===== config.mk =====
export PLATFORM = sky130hd
export DESIGN_NAME = skid_mc
export DESIGN_NICKNAME = d
export VERILOG_FILES = /design/src/rtl/skid_mc.sv
export SDC_FILE = /design/constraint.sdc
export NUM_CORES = 1
export LEC_CHECK = 0
export ABC_AREA = 0
export ABC_CLOCK_PERIOD_IN_PS = 1420
export BUFFER_PORTS_ARGS = -buffer_cell sky130_fd_sc_hd__buf_2
export CAP_MARGIN = 20
export CORE_MARGIN = 2
export CORE_UTILIZATION = 48
export CTS_BUF_LIST = sky130_fd_sc_hd__clkbuf_4 sky130_fd_sc_hd__clkbuf_8
export CTS_CLUSTER_DIAMETER = 30
export CTS_CLUSTER_SIZE = 10
export DETAILED_ROUTE_END_ITERATION = 8
export PLACE_DENSITY = 0.87
export RECOVER_POWER = 50
export SETUP_SLACK_MARGIN = 0.02
export SYNTH_ARGS = -nofsm -noshare
export SYNTH_HDL_FRONTEND = slang
export SYNTH_SLANG_ARGS = --single-unit

===== constraint.sdc =====
create_clock -name clk -period 1.42 [get_ports clk]
set_input_delay 0 -clock clk [delete_from_list [all_inputs] [get_ports clk]]
set_output_delay 0 -clock clk [all_outputs]
set_load 0.1 [all_outputs]

===== src/rtl/skid_mc.sv =====
// skid_mc: multi-lane register FIFO whose upstream ready is a credit that can be
// retimed through FEED_STAGES registers; LOCKSTEP drives every lane from lane 0's control.
module skid_mc #(
   parameter int unsigned DATA_WIDTH  = 8,
   parameter int unsigned CHANNELS    = 1,
   parameter int unsigned FEED_STAGES = 0,
   parameter int unsigned DEPTH       = 2 * FEED_STAGES + 2,
   parameter int unsigned LOCKSTEP    = 0
) (
   input  logic                                   clk,
   input  logic                                   rst,
   input  logic [CHANNELS*DATA_WIDTH-1:0]         idat,
   input  logic [CHANNELS-1:0]                    ivld,
   output logic [CHANNELS-1:0]                    irdy,
   output logic [CHANNELS*DATA_WIDTH-1:0]         odat,
   output logic [CHANNELS-1:0]                    ovld,
   input  logic [CHANNELS-1:0]                    ordy,
   output logic [CHANNELS*$clog2(DEPTH+1)-1:0]    ocnt
);

   localparam int unsigned CW         = $clog2(DEPTH + 1);
   localparam int unsigned PW         = (DEPTH > 1) ? $clog2(DEPTH) : 1;
   localparam int unsigned GROUPS     = (LOCKSTEP != 0) ? 1 : CHANNELS;
   localparam int unsigned CREDIT_MAX =
      (DEPTH >= FEED_STAGES + 2) ? DEPTH - FEED_STAGES - 1 : 0;

   if (DEPTH < FEED_STAGES + 2) begin : g_depth_check
      $error("skid_mc: DEPTH must be at least FEED_STAGES+2");
   end

   logic [GROUPS-1:0]         grp_push, grp_vld, grp_rdy;
   logic [GROUPS-1:0][CW-1:0] grp_cnt;
   logic [GROUPS-1:0][PW-1:0] grp_wptr, grp_rptr;

   // In lockstep the upper ivld/ordy bits are intentionally ignored.
   logic unused_hs;
   assign unused_hs = ^{ivld, ordy};

   function automatic logic [PW-1:0] ptr_inc(input logic [PW-1:0] p);
      return (p == PW'(DEPTH - 1)) ? '0 : p + 1'b1;
   endfunction

   for (genvar g = 0; g < GROUPS; g++) begin : g_ctl
      logic [CW-1:0] cnt_q, cnt_d;
      logic [PW-1:0] wptr_q, rptr_q;
      logic          push, pop, credit, vld, rdy;

      assign credit = (cnt_q <= CW'(CREDIT_MAX));
      assign vld    = (cnt_q != '0);
      assign push   = ivld[g] & rdy;
      assign pop    = vld & ordy[g];

      always_comb begin
         cnt_d = cnt_q;
         if (push && !pop) begin
            cnt_d = cnt_q + 1'b1;
         end else if (pop && !push) begin
            cnt_d = cnt_q - 1'b1;
         end
      end

      always_ff @(posedge clk or negedge rst) begin
         if (!rst) begin
            cnt_q  <= '0;
            wptr_q <= '0;
            rptr_q <= '0;
         end else begin
            cnt_q <= cnt_d;
            if (push) wptr_q <= ptr_inc(wptr_q);
            if (pop)  rptr_q <= ptr_inc(rptr_q);
         end
      end

      if (FEED_STAGES == 0) begin : g_comb_rdy
         // Gate with reset so ready stays low while reset is held.
         assign rdy = credit & rst;
      end else begin : g_pipe_rdy
         logic [FEED_STAGES-1:0] feed_q, feed_d;

         always_comb begin
            feed_d    = feed_q << 1;
            feed_d[0] = credit;
         end

         always_ff @(posedge clk or negedge rst) begin
            if (!rst) begin
               feed_q <= '0;
            end else begin
               feed_q <= feed_d;
            end
         end

         assign rdy = feed_q[FEED_STAGES-1];
      end

      assign grp_push[g] = push;
      assign grp_vld[g]  = vld;
      assign grp_rdy[g]  = rdy;
      assign grp_cnt[g]  = cnt_q;
      assign grp_wptr[g] = wptr_q;
      assign grp_rptr[g] = rptr_q;

      a_no_overflow: assert property (@(posedge clk) disable iff (!rst)
         !(push && !pop && (cnt_q == CW'(DEPTH))));
   end

   for (genvar k = 0; k < CHANNELS; k++) begin : g_lane
      localparam int unsigned G = (LOCKSTEP != 0) ? 0 : k;
      logic [DATA_WIDTH-1:0] mem_q [DEPTH];

      always_ff @(posedge clk or negedge rst) begin
         if (!rst) begin
            for (int i = 0; i < DEPTH; i++) mem_q[i] <= '0;
         end else if (grp_push[G]) begin
            mem_q[grp_wptr[G]] <= idat[k*DATA_WIDTH +: DATA_WIDTH];
         end
      end

      assign odat[k*DATA_WIDTH +: DATA_WIDTH] = mem_q[grp_rptr[G]];
      assign irdy[k]                          = grp_rdy[G];
      assign ovld[k]                          = grp_vld[G];
      assign ocnt[k*CW +: CW]                 = grp_cnt[G];
   end

endmodule

==> flow_summary.ini <==
[grt]
grt_use_total_pct = 23.2
antenna_found_initial = 0
grt_overflow = 0
grt_pass1_vias = 839
grt_max_degree = 19
grt_first_pass_wirelength_mm = 4.00

[synthesis]
synth_nets = 79
synth_top_area_share_pct = 52.4
synth_cell_type_count = 16
avgSynthCellArea_sq_um = 14.9
yosys_warnings = 0
ys_seq_area_share_pct = 52.4
synth_cells = 64
yosys_register_bits = 20
yosys-top-cells-area = dfrtp_1 52%, mux2_2 19%, mux2_4 13%, ha_1 3.9%, xnor2_1 1.8%
netlist_area_sq_um = 955
synth_top_area_cell = dfrtp_1

[min_path]
holdPathStages = 4
hold_path.class = input pin to flip-flop

[worst_setup_path]
worstPathArrival_ns = 1.82
crit_path_max_fanout = 8
reg2reg_slack_ns = -0.20
crit_required_ns = 1.62
crit_type = flip-flop to flip-flop
endpoint_kind = flip-flop
r2r_cells = 6
cp-start-kind = flip-flop

[route]
wirelength_mm = 2.67
drt-pass1-iter-count = 4
drt_iter0_drc = 6
wl_per_cell_um = 19.1
vias_per_cell = 5.04
drc = 0
drtAntennaViolNets = 0
num_vias = 706

[sta]
relSlewSlack_pct = 68.0
setup_viol = 20
slew_viol_final = 0
fin_skew_ns = 0.0168
hold_viol = 0
period_share_pct = 114
tightest_slew_ns = 0.484
rsz0062_at_grt = true
fmax_ghz = 0.616
finalCriticalPeriod_ns = 1.62
fin_ws_ns = -0.203

[status]
outcome = finished with violations
violations = setup timing

[die]
core_area_sq_um = 1920
fp.dieW_um = 48.6
start_util_pct = 49.7
ios = 24
num_rows = 16
dieArea_sq_um = 2360
die_h_um = 48.6

[place]
gp_congestion = 0.741
place_ws_ns = -0.261
dpl_cell_area_sq_um = 1260
io_buffers = 23
hpwl_mm = 1.41

[layout]
syn_to_final_growth_pct = 70.8
n_antenna_cell = 0
final_layout_size_suffix_gt1_share_pct = 73.5
num-nets-final = 129
mostFrequentLayoutCells = 17 x dfrtp_1, 14 x mux2_4, 13 x buf_2, 11 x buf_4
postLayoutCellArea_sq_um = 1630
final_common_cell = dfrtp_1

[clock_network]
clk_pin_slew_worst_paths_ns = 0.11
htreeDepth = 1
cts_tree = yes
clk_latency_ns = 0.32
cts_root_buf = clkbuf_4
cts.sinks = 20
cts_buffers = 3
cts_buffer_depth = 2

[run]
max-cap-violations = 0
-- Yosys cell counts --
| cell type | number |
|---|---|
| and3_1 | 1 |
| mux2_2 | 16 |
| xor2_1 | 2 |
| and4b_1 | 1 |
| buf_6 | 1 |
| mux2_4 | 8 |
| o21ai_0 | 1 |
| and2_1 | 1 |
| dfrtp_1 | 20 |
| nand2b_1 | 1 |
| inv_1 | 3 |
| ha_1 | 3 |
| buf_2 | 1 |
| xnor2_1 | 2 |
| nand2_1 | 2 |
| nand4_2 | 1 |
-- per-stage QoR --
stage	std cells	setup TNS [ns]	util [%]	hold WS [ns]
after floorplan	64	-6.65	-	-0.296
after global placement	122	-2.57	65.7	-0.161
after detailed placement	122	-4.06	65.7	-0.153
after CTS	139	-3.09	77.7	0.114
after global routing	140	-4.16	84.8	0.121
final	140	-2.86	84.8	0.114
-- metal layers --
layer  share of wire [%]  wire, um  vias to the layer above  global-route usage, %
li1                    -         -                      322                      -
met1                  37       988                      360                   25.2
met2                  58      1540                       18                   40.7
met3                 2.7        73                        6                   6.17
met4                 2.6        70                        0                   13.3
met5                   0         0                        -                      0
-- kinds of logic after synthesis --
logic type | Yosys count | share of synthesized area (%)
muxes | 24 | 31.5
buffers and inverters | 5 | 2.88
and+or+nand+nor | 7 | 5.11
xor gates and xnor gates | 4 | 3.67
DFF | 20 | 52.4
AOI/OAI and AO/OA | 1 | 0.524
adders and majority gates | 3 | 3.93
-- final cells by class --
class / instances / area [sq um]
clock inverter: 1 / 30.0
timing repair buffer: 47 / 480
fill: 97 / 292
tap: 27 / 33.8
inverter: 3 / 17.5
multi-input combinational: 39 / 537
clock buffer: 3 / 22.5
sequential: 20 / 509
-- critical path, cell delays in order, from the launching register on --
cell      delay (ns)
dfrtp_4         0.50
inv_4           0.07
ha_4            0.11
nand2b_4        0.13
and4b_1         0.25
buf_12          0.15
mux2_4          0.30
-- worst paths after layout --
check	startpoint	endpoint
setup / recovery	ocnt[1]	g_lane[0].mem_q[14]
hold / removal	ordy	ocnt[1]
setup reg to reg	ocnt[1]	g_lane[0].mem_q[14]
hold reg to reg	g_lane[0].mem_q[5]	g_lane[0].mem_q[5]
max in group asynchronous	rst	g_ctl[0].rptr_q
min in group asynchronous	rst	ocnt[1]
-- sequential cells by signal, indices dropped and copies added, names as in the netlist --
register      count
ocnt              2
g_ctl.rptr_q      1
g_lane.mem_q     16
g_ctl.wptr_q      1
-- repair_timing --
item                                   4_1_cts  5_1_grt
endpoints found under the hold margin       36        0
pin swaps                                    6        2
setup endpoints to repair                   29       29
gates resized for setup                     17       31
hold buffers                                 9        0
setup buffers                                5        1
Power is not shown: default switching activity piles up to over one toggle a cycle in this logic, so the estimate is an artifact.
